$ cat config.mk
export PLATFORM = sky130hd
export DESIGN_NAME = cmd_sequencer_flat
export DESIGN_NICKNAME = d
export VERILOG_FILES = /design/src/rtl/sys_pkg.sv /design/src/rtl/cmd_sequencer_if.sv /design/src/rtl/cmd_sequencer.sv /design/src/flat_wrapper.sv
export SDC_FILE = /design/constraint.sdc
export NUM_CORES = 1
export LEC_CHECK = 0
export ABC_CLOCK_PERIOD_IN_PS = 2400
export BUFFER_PORTS_ARGS = -buffer_cell sky130_fd_sc_hd__buf_2
export CORE_UTILIZATION = 50
export CTS_BUF_LIST = sky130_fd_sc_hd__clkbuf_16
export DETAILED_ROUTE_END_ITERATION = 10
export PLACE_DENSITY = 0.75
export SYNTH_ARGS = -nofsm -noshare
export SYNTH_HDL_FRONTEND = slang
export SYNTH_SLANG_ARGS = --single-unit
$ cat constraint.sdc
create_clock -name ref_clk -period 2.4 [get_ports ref_clk]
set_input_delay 0.36 -clock ref_clk [delete_from_list [all_inputs] [get_ports ref_clk]]
set_output_delay 0.36 -clock ref_clk [all_outputs]
set_load 0.01 [all_outputs]
$ cat src/rtl/sys_pkg.sv
// Shared constants and FSM state encoding for the UART command sequencer.
package sys_pkg;

    localparam int unsigned OPCODE_W  = 8;
    localparam int unsigned ALU_FUN_W = 4;

    localparam logic [OPCODE_W-1:0] CMD_WR      = 8'hAA;
    localparam logic [OPCODE_W-1:0] CMD_RD      = 8'hBB;
    localparam logic [OPCODE_W-1:0] CMD_ALU_OP  = 8'hCC;
    localparam logic [OPCODE_W-1:0] CMD_ALU_NOP = 8'hDD;
    localparam logic [OPCODE_W-1:0] ERR_BYTE    = 8'hEE;

    localparam int unsigned OPA_ADDR = 0;
    localparam int unsigned OPB_ADDR = 1;

    typedef enum logic [3:0] {
        IDLE,
        WR_ADDR,
        WR_DATA,
        RD_ADDR,
        RD_WAIT,
        OPA,
        OPB,
        FUN,
        ALU_EN,
        ALU_WAIT,
        PUSH,
        PUSH_HI
    } state_t;

endpackage

$ cat src/rtl/cmd_sequencer_if.sv
// Bundles the sequencer's UART-in, register-file, ALU and TX-FIFO signals.
//   master : the sequencer (drives rf_*, alu_fun/alu_en/clk_gate_en, fifo_wr_*)
//   slave  : the surrounding system (drives rx_*, rf_rd_*, alu_out*, fifo_full)
interface cmd_sequencer_if #(
    parameter int unsigned DATA_W = 8,
    parameter int unsigned ADDR_W = 4
);
    import sys_pkg::*;

    logic [DATA_W-1:0]    rx_p_data;
    logic                 rx_d_valid;

    logic [ADDR_W-1:0]    rf_addr;
    logic [DATA_W-1:0]    rf_wr_data;
    logic                 rf_wr_en;
    logic                 rf_rd_en;
    logic [DATA_W-1:0]    rf_rd_data;
    logic                 rf_rd_valid;

    logic [ALU_FUN_W-1:0] alu_fun;
    logic                 alu_en;
    logic                 clk_gate_en;
    logic [2*DATA_W-1:0]  alu_out;
    logic                 alu_out_valid;

    logic [DATA_W-1:0]    fifo_wr_data;
    logic                 fifo_wr_inc;
    logic                 fifo_full;

    modport master (
        input  rx_p_data, rx_d_valid, rf_rd_data, rf_rd_valid,
               alu_out, alu_out_valid, fifo_full,
        output rf_addr, rf_wr_data, rf_wr_en, rf_rd_en,
               alu_fun, alu_en, clk_gate_en, fifo_wr_data, fifo_wr_inc
    );

    modport slave (
        output rx_p_data, rx_d_valid, rf_rd_data, rf_rd_valid,
               alu_out, alu_out_valid, fifo_full,
        input  rf_addr, rf_wr_data, rf_wr_en, rf_rd_en,
               alu_fun, alu_en, clk_gate_en, fifo_wr_data, fifo_wr_inc
    );

endinterface

$ cat src/rtl/cmd_sequencer.sv
// Decodes UART command frames into register-file writes/reads and ALU runs,
// and pushes read data, ALU results or a timeout error byte to the TX FIFO.
//   ref_clk : sole clock
//   rst     : synchronous active-high reset
//   bus     : cmd_sequencer_if master (UART in, RF, ALU, TX FIFO)
module cmd_sequencer
    import sys_pkg::*;
#(
    parameter int unsigned DATA_W  = 8,
    parameter int unsigned ADDR_W  = 4,
    parameter int unsigned TIMEOUT = 255
) (
    input  logic             ref_clk,
    input  logic             rst,
    cmd_sequencer_if.master  bus
);

    localparam int unsigned CNT_W = (TIMEOUT < 2) ? 1 : $clog2(TIMEOUT + 1);

    state_t               state_q, state_d;
    logic [CNT_W-1:0]     cnt_q, cnt_d;
    logic [DATA_W-1:0]    push_lo_q, push_lo_d;
    logic [DATA_W-1:0]    push_hi_q, push_hi_d;
    logic                 push_two_q, push_two_d;

    logic [ADDR_W-1:0]    rf_addr_q, rf_addr_d;
    logic [DATA_W-1:0]    rf_wr_data_q, rf_wr_data_d;
    logic                 rf_wr_en_q, rf_wr_en_d;
    logic                 rf_rd_en_q, rf_rd_en_d;
    logic [ALU_FUN_W-1:0] alu_fun_q, alu_fun_d;
    logic                 alu_en_q, alu_en_d;
    logic                 clk_gate_en_q, clk_gate_en_d;
    logic [DATA_W-1:0]    fifo_wr_data_q, fifo_wr_data_d;
    logic                 fifo_wr_inc_q, fifo_wr_inc_d;

    logic                 timed_out;

    assign timed_out = (cnt_q == CNT_W'(TIMEOUT - 1));

    // State and registered outputs
    always_ff @(posedge ref_clk) begin
        if (rst) begin
            state_q        <= IDLE;
            cnt_q          <= '0;
            push_lo_q      <= '0;
            push_hi_q      <= '0;
            push_two_q     <= 1'b0;
            rf_addr_q      <= '0;
            rf_wr_data_q   <= '0;
            rf_wr_en_q     <= 1'b0;
            rf_rd_en_q     <= 1'b0;
            alu_fun_q      <= '0;
            alu_en_q       <= 1'b0;
            clk_gate_en_q  <= 1'b0;
            fifo_wr_data_q <= '0;
            fifo_wr_inc_q  <= 1'b0;
        end else begin
            state_q        <= state_d;
            cnt_q          <= cnt_d;
            push_lo_q      <= push_lo_d;
            push_hi_q      <= push_hi_d;
            push_two_q     <= push_two_d;
            rf_addr_q      <= rf_addr_d;
            rf_wr_data_q   <= rf_wr_data_d;
            rf_wr_en_q     <= rf_wr_en_d;
            rf_rd_en_q     <= rf_rd_en_d;
            alu_fun_q      <= alu_fun_d;
            alu_en_q       <= alu_en_d;
            clk_gate_en_q  <= clk_gate_en_d;
            fifo_wr_data_q <= fifo_wr_data_d;
            fifo_wr_inc_q  <= fifo_wr_inc_d;
        end
    end

    // Next-state and next-output logic
    always_comb begin
        state_d        = state_q;
        cnt_d          = cnt_q;
        push_lo_d      = push_lo_q;
        push_hi_d      = push_hi_q;
        push_two_d     = push_two_q;
        rf_addr_d      = rf_addr_q;
        rf_wr_data_d   = rf_wr_data_q;
        rf_wr_en_d     = 1'b0;
        rf_rd_en_d     = 1'b0;
        alu_fun_d      = alu_fun_q;
        alu_en_d       = 1'b0;
        clk_gate_en_d  = clk_gate_en_q;
        fifo_wr_data_d = fifo_wr_data_q;
        fifo_wr_inc_d  = 1'b0;

        unique case (state_q)
            IDLE: begin
                if (bus.rx_d_valid) begin
                    if (bus.rx_p_data == DATA_W'(CMD_WR))           state_d = WR_ADDR;
                    else if (bus.rx_p_data == DATA_W'(CMD_RD))      state_d = RD_ADDR;
                    else if (bus.rx_p_data == DATA_W'(CMD_ALU_OP))  state_d = OPA;
                    else if (bus.rx_p_data == DATA_W'(CMD_ALU_NOP)) state_d = FUN;
                end
            end
            WR_ADDR: begin
                if (bus.rx_d_valid) begin
                    rf_addr_d = ADDR_W'(bus.rx_p_data);
                    state_d   = WR_DATA;
                end
            end
            WR_DATA: begin
                if (bus.rx_d_valid) begin
                    rf_wr_data_d = bus.rx_p_data;
                    rf_wr_en_d   = 1'b1;
                    state_d      = IDLE;
                end
            end
            RD_ADDR: begin
                if (bus.rx_d_valid) begin
                    rf_addr_d  = ADDR_W'(bus.rx_p_data);
                    rf_rd_en_d = 1'b1;
                    cnt_d      = '0;
                    state_d    = RD_WAIT;
                end
            end
            RD_WAIT: begin
                if (bus.rf_rd_valid) begin
                    push_lo_d  = bus.rf_rd_data;
                    push_two_d = 1'b0;
                    state_d    = PUSH;
                end else if (timed_out) begin
                    push_lo_d  = DATA_W'(ERR_BYTE);
                    push_two_d = 1'b0;
                    state_d    = PUSH;
                end else begin
                    cnt_d = CNT_W'(cnt_q + 1'b1);
                end
            end
            OPA: begin
                if (bus.rx_d_valid) begin
                    rf_addr_d    = ADDR_W'(OPA_ADDR);
                    rf_wr_data_d = bus.rx_p_data;
                    rf_wr_en_d   = 1'b1;
                    state_d      = OPB;
                end
            end
            OPB: begin
                if (bus.rx_d_valid) begin
                    rf_addr_d    = ADDR_W'(OPB_ADDR);
                    rf_wr_data_d = bus.rx_p_data;
                    rf_wr_en_d   = 1'b1;
                    state_d      = FUN;
                end
            end
            FUN: begin
                if (bus.rx_d_valid) begin
                    alu_fun_d     = ALU_FUN_W'(bus.rx_p_data);
                    clk_gate_en_d = 1'b1;
                    state_d       = ALU_EN;
                end
            end
            // Clock gate is already open here, so alu_en trails it by one cycle
            ALU_EN: begin
                alu_en_d = 1'b1;
                cnt_d    = '0;
                state_d  = ALU_WAIT;
            end
            ALU_WAIT: begin
                if (bus.alu_out_valid) begin
                    push_lo_d     = bus.alu_out[DATA_W-1:0];
                    push_hi_d     = bus.alu_out[2*DATA_W-1:DATA_W];
                    push_two_d    = 1'b1;
                    clk_gate_en_d = 1'b0;
                    state_d       = PUSH;
                end else if (timed_out) begin
                    push_lo_d     = DATA_W'(ERR_BYTE);
                    push_two_d    = 1'b0;
                    clk_gate_en_d = 1'b0;
                    state_d       = PUSH;
                end else begin
                    cnt_d = CNT_W'(cnt_q + 1'b1);
                end
            end
            PUSH: begin
                if (!bus.fifo_full) begin
                    fifo_wr_data_d = push_lo_q;
                    fifo_wr_inc_d  = 1'b1;
                    state_d        = push_two_q ? PUSH_HI : IDLE;
                end
            end
            // Wait for the low-byte pulse to retire so fifo_full reflects it
            PUSH_HI: begin
                if (!bus.fifo_full && !fifo_wr_inc_q) begin
                    fifo_wr_data_d = push_hi_q;
                    fifo_wr_inc_d  = 1'b1;
                    state_d        = IDLE;
                end
            end
            default: state_d = IDLE;
        endcase
    end

    assign bus.rf_addr      = rf_addr_q;
    assign bus.rf_wr_data   = rf_wr_data_q;
    assign bus.rf_wr_en     = rf_wr_en_q;
    assign bus.rf_rd_en     = rf_rd_en_q;
    assign bus.alu_fun      = alu_fun_q;
    assign bus.alu_en       = alu_en_q;
    assign bus.clk_gate_en  = clk_gate_en_q;
    assign bus.fifo_wr_data = fifo_wr_data_q;
    assign bus.fifo_wr_inc  = fifo_wr_inc_q;

endmodule

$ cat src/flat_wrapper.sv
// flat-port wrapper written by rule: the top's interface ports become plain ports
module cmd_sequencer_flat import sys_pkg::*;
#(
    parameter int unsigned DATA_W  = 8,
    parameter int unsigned ADDR_W  = 4,
    parameter int unsigned TIMEOUT = 255
)
  (ref_clk, rst, bus_rx_p_data, bus_rx_d_valid, bus_rf_rd_data, bus_rf_rd_valid, bus_alu_out, bus_alu_out_valid, bus_fifo_full, bus_rf_addr, bus_rf_wr_data, bus_rf_wr_en, bus_rf_rd_en, bus_alu_fun, bus_alu_en, bus_clk_gate_en, bus_fifo_wr_data, bus_fifo_wr_inc);
  cmd_sequencer_if #(.DATA_W(DATA_W), .ADDR_W(ADDR_W)) bus_i ();
  input  logic ref_clk;
  input  logic rst;
  input wire logic [$bits(bus_i.rx_p_data)-1:0] bus_rx_p_data;
  input wire logic [$bits(bus_i.rx_d_valid)-1:0] bus_rx_d_valid;
  input wire logic [$bits(bus_i.rf_rd_data)-1:0] bus_rf_rd_data;
  input wire logic [$bits(bus_i.rf_rd_valid)-1:0] bus_rf_rd_valid;
  input wire logic [$bits(bus_i.alu_out)-1:0] bus_alu_out;
  input wire logic [$bits(bus_i.alu_out_valid)-1:0] bus_alu_out_valid;
  input wire logic [$bits(bus_i.fifo_full)-1:0] bus_fifo_full;
  output wire logic [$bits(bus_i.rf_addr)-1:0] bus_rf_addr;
  output wire logic [$bits(bus_i.rf_wr_data)-1:0] bus_rf_wr_data;
  output wire logic [$bits(bus_i.rf_wr_en)-1:0] bus_rf_wr_en;
  output wire logic [$bits(bus_i.rf_rd_en)-1:0] bus_rf_rd_en;
  output wire logic [$bits(bus_i.alu_fun)-1:0] bus_alu_fun;
  output wire logic [$bits(bus_i.alu_en)-1:0] bus_alu_en;
  output wire logic [$bits(bus_i.clk_gate_en)-1:0] bus_clk_gate_en;
  output wire logic [$bits(bus_i.fifo_wr_data)-1:0] bus_fifo_wr_data;
  output wire logic [$bits(bus_i.fifo_wr_inc)-1:0] bus_fifo_wr_inc;
  assign bus_i.rx_p_data = bus_rx_p_data;
  assign bus_i.rx_d_valid = bus_rx_d_valid;
  assign bus_i.rf_rd_data = bus_rf_rd_data;
  assign bus_i.rf_rd_valid = bus_rf_rd_valid;
  assign bus_i.alu_out = bus_alu_out;
  assign bus_i.alu_out_valid = bus_alu_out_valid;
  assign bus_i.fifo_full = bus_fifo_full;
  assign bus_rf_addr = bus_i.rf_addr;
  assign bus_rf_wr_data = bus_i.rf_wr_data;
  assign bus_rf_wr_en = bus_i.rf_wr_en;
  assign bus_rf_rd_en = bus_i.rf_rd_en;
  assign bus_alu_fun = bus_i.alu_fun;
  assign bus_alu_en = bus_i.alu_en;
  assign bus_clk_gate_en = bus_i.clk_gate_en;
  assign bus_fifo_wr_data = bus_i.fifo_wr_data;
  assign bus_fifo_wr_inc = bus_i.fifo_wr_inc;
  cmd_sequencer #(.DATA_W(DATA_W), .ADDR_W(ADDR_W), .TIMEOUT(TIMEOUT)) u_core (.ref_clk(ref_clk), .rst(rst), .bus(bus_i));
endmodule
==> summary.txt <==
Placed design
  – Post-placement cell area: about 0.0033 mm2
  – Pre-CTS setup slack: 315.9 ps
  – I/O Buffers: 66
  – GP Congestion: 0.8996
  – Detail Placement HPWL: slightly above 5000 um

Die
  – DIE AREA: around 0.006 mm2
  – DIE HEIGHT: between 70 and 80 um
  – I/O pins: 67
  – Initial Utilization: about half
  – Die Wd: between 70 and 80 um
  – Row count: 27
  – Core Box Area: 0.005507 mm2

Logic synthesis
  – Yosys cell types: 51
  – Mapped Cells: 334
  – Fraction of registers with async set/reset: 0%
  – Synth Warn #: 0
  – Share of the synthesized area in the top cell type: approximately 41%
  – Synth Area per Inst: about 8.6 um2
  – Synth Flop Type: dfxtp_1
  – Synth top area cells: dfxtp_1, mux2i_1, a21oi_1
  – Post-synth EDFFs: 0
  – Synth area leader: dfxtp_1
  – Yosys reg bits: 58
  – Post-Syn Nets: 374
  – Mapped Area: between 0.002 and 0.003 mm2
  – Seq/Total Area, Yosys: around two fifths

Clock network
  – CTS root buffer: clkbuf_16
  – Depth of the CTS H-tree: 3
  – TritonCTS clock tree: yes
  – Post-CTS Repair Setup Buffers: 0
  – Clock sink count: 58
  – CTS buffer count: 9
  – Cts repair resizes: 0
  – Number of buffers inserted by hold repair at cts: 0
  – Clk Latency, worst-skew pair: approximately 330 ps
  – CTS Buffer Depth: 2
  – Clock transition at path regs: 50 ps

Setup path
  – Kind of critical path: flop to flop
  – Worst path bufs/invs: 2
  – Slowest cell delay on critical path: between 400 and 500 ps
  – Crit. End Element: flop
  – Stages on the worst setup path: 7
  – CP delay by family, top: simple AND/OR/NAND/NOR gates
  – Crit path required time: 2600 ps
  – Worst-path cell chain: buf_4 -> or4bb_1 -> a21oi_1 -> buf_4 -> nor2_2 -> a222oi_1 -> nor2_1
  – Crit path DAT: about 2300 ps
  – CP most frequent cell: buf_4
  – Critical Path Source Type: flop
  – R2R depth: 7
  – Worst path slowest cell: or4bb_1
  – CP Max Fanout: 10

Pwr
  – Leakage Power: 1.455 nW
  – Sw power: 1.092 mW
  – Power Total: approximately 3.4 mW
  – Sequential group share of total power: roughly a third
  – Clock power share: 37.3%
  – Sw Ratio: 32.57%
  – Maximum VDD drop: roughly 510 uV
  – Int Pwr: 2.260 mW
  – Pwr Density: 926.8 mW/mm2
  – Gate power share: 28.7%

STA
  – Max-slew headroom: around 61%
  – Post-route clock period utilization: between 80% and 90%
  – Worst-margin pin slew: 578.5 ps
  – Post-route minimum period: 2060 ps
  – Clock Skews: 5.888 ps
  – F_max: roughly 490 MHz
  – Final worst slack: about 340 ps
  – Final hold violation count: 0
  – RSZ-0062 raised after global routing: no
  – Slew Limit Fails: 0
  – # setup viols final: 0
  – Setup_tns: 0 ps

Detailed routing
  – Post-DR wirelength/cell: roughly 15 um
  – Final wirelength: between 7000 and 8000 um
  – Vias: roughly 2800
  – Pre-antenna DRT Iters: 4
  – Number of routed nets with antenna violations: 0
  – Vias per cell: between 5 and 6
  – DRC: 0
  – Drt first-iter violations: 155

Layout
  – Final core occ: approximately two thirds
  – Antenna diode count: 0
  – Most common cell after layout, fill and taps aside: buf_2
  – Fillers: 457
  – Final #Nets: roughly 450
  – Most frequent cells in the layout: buf_2, dfxtp_1, nor2_1
  – Cell area after layout: between 0.003 and 0.004 mm2
  – Layout area overhead: 26.37%
  – Ratio of cells with drive above 1 in the final layout: roughly a quarter

Outcome
  – Outcome: completed

Global route
  – Initial antenna violation count: 0
  – Overflow after GRT: 0
  – Pin count of the biggest net entering global routing: 29
  – First-pass GRT wire length: between 10000 and 15000 um
  – Number of global-route vias before repair: about 2600
  – Gr usage total: 26.15%

Run
  – Maxcap violations: 0

Min path
  – Worst Hold Class: primary input to flop
  – Hold Crit Depth: 3
cell families after synthesis:
family                   synth area share (%)
XOR/XNOR                                3.061
AND/OR/NAND/NOR                         23.92
AO/OA/AOI/OAI                           20.33
flip-flops                              40.58
multiplexers                            7.346
buffers and inverters                   3.891
adder cells (fa/ha/maj)                0.8744
final timing paths:
kind,startpoint,to,slack [ps]
max,u_core.state_q[0],u_core.push_lo_q[0],340
min,bus_alu_out[14],u_core.push_hi_q[6],270
max reg2reg,u_core.state_q[0],u_core.push_lo_q[0],340
min reg2reg,u_core.push_hi_q[0],u_core.push_hi_q[0],450
power groups by stage:
stage / sequential [mW] / clock [mW] / combinational, mW
floorplan: 1.12 / 0 / 0.674
global placement: 1.15 / 0 / 0.922
detailed placement: 1.16 / 0 / 0.934
CTS: 1.14 / 1.26 / 0.954
global route: 1.15 / 1.32 / 1.06
finish: 1.14 / 1.25 / 0.962
synthesized netlist by cell type (all sizes together) (4+ instances only):
| cell | n |
|---|---|
| a21oi | 38 |
| nor2b | 5 |
| xnor2 | 7 |
| buf | 9 |
| dfxtp | 58 |
| clkbuf | 14 |
| a221o | 6 |
| nand2b | 4 |
| a22oi | 6 |
| nand3 | 8 |
| inv | 4 |
| nor2 | 51 |
| or3 | 4 |
| nand4b | 4 |
| a211oi | 8 |
| mux2i | 21 |
| nand2 | 26 |
| nor4 | 4 |
sequential cells by signal, summed over array words and instances (netlist names):
| register | flops |
|---|---|
| u_core.bus.rf_rd_en | 1 |
| u_core.push_lo_q | 8 |
| u_core.bus.fifo_wr_data | 8 |
| u_core.bus.alu_fun | 4 |
| u_core.bus.clk_gate_en | 1 |
| u_core.bus.fifo_wr_inc | 1 |
| u_core.state_q | 4 |
| u_core.bus.alu_en | 1 |
| u_core.bus.rf_wr_data | 8 |
| u_core.bus.rf_addr | 4 |
| u_core.bus.rf_wr_en | 1 |
| u_core.cnt_q | 8 |
| u_core.push_two_q | 1 |
| u_core.push_hi_q | 8 |
metrics by stage:
step | instances | hold slack (ps)
5_1_grt | 483 | 269.2
3_5_place_dp | 467 | 445.8
6_report | 483 | 265.5
2_1_floorplan | 334 | 435.7
3_3_place_gp | 467 | 440.6
4_1_cts | 483 | 261.8
per-layer routing:
metal	vias to the layer above	GRT usage, %	wire length, um
li1	1373	-	-
met4	0	14.72	123
met3	13	5.647	419
met2	87	41.59	3594
met5	-	0	0
met1	1309	32.65	3195
layout make-up:
| cell class | instances | area, um2 | area share, % |
|---|---|---|---|
| clock buffers | 9 | 225.2 | 6.228 |
| clock inverters | 7 | 70.07 | 1.938 |
| inverters | 4 | 15.01 | 0.4152 |
| multi-input cells | 249 | 1589 | 43.94 |
| flip-flops and latches | 58 | 1161 | 32.11 |
| well taps | 72 | 90.09 | 2.491 |
| repair buffers | 84 | 465.4 | 12.87 |
worst reg2reg max path, stage by stage (launching register included):
cell and delay [ps]:
dfxtp_1 390, buf_4 200, or4bb_1 470, a21oi_1 210
buf_4 190, nor2_2 70, a222oi_1 340, nor2_1 60
No activity file was read; power rests on OpenSTA's default activity.
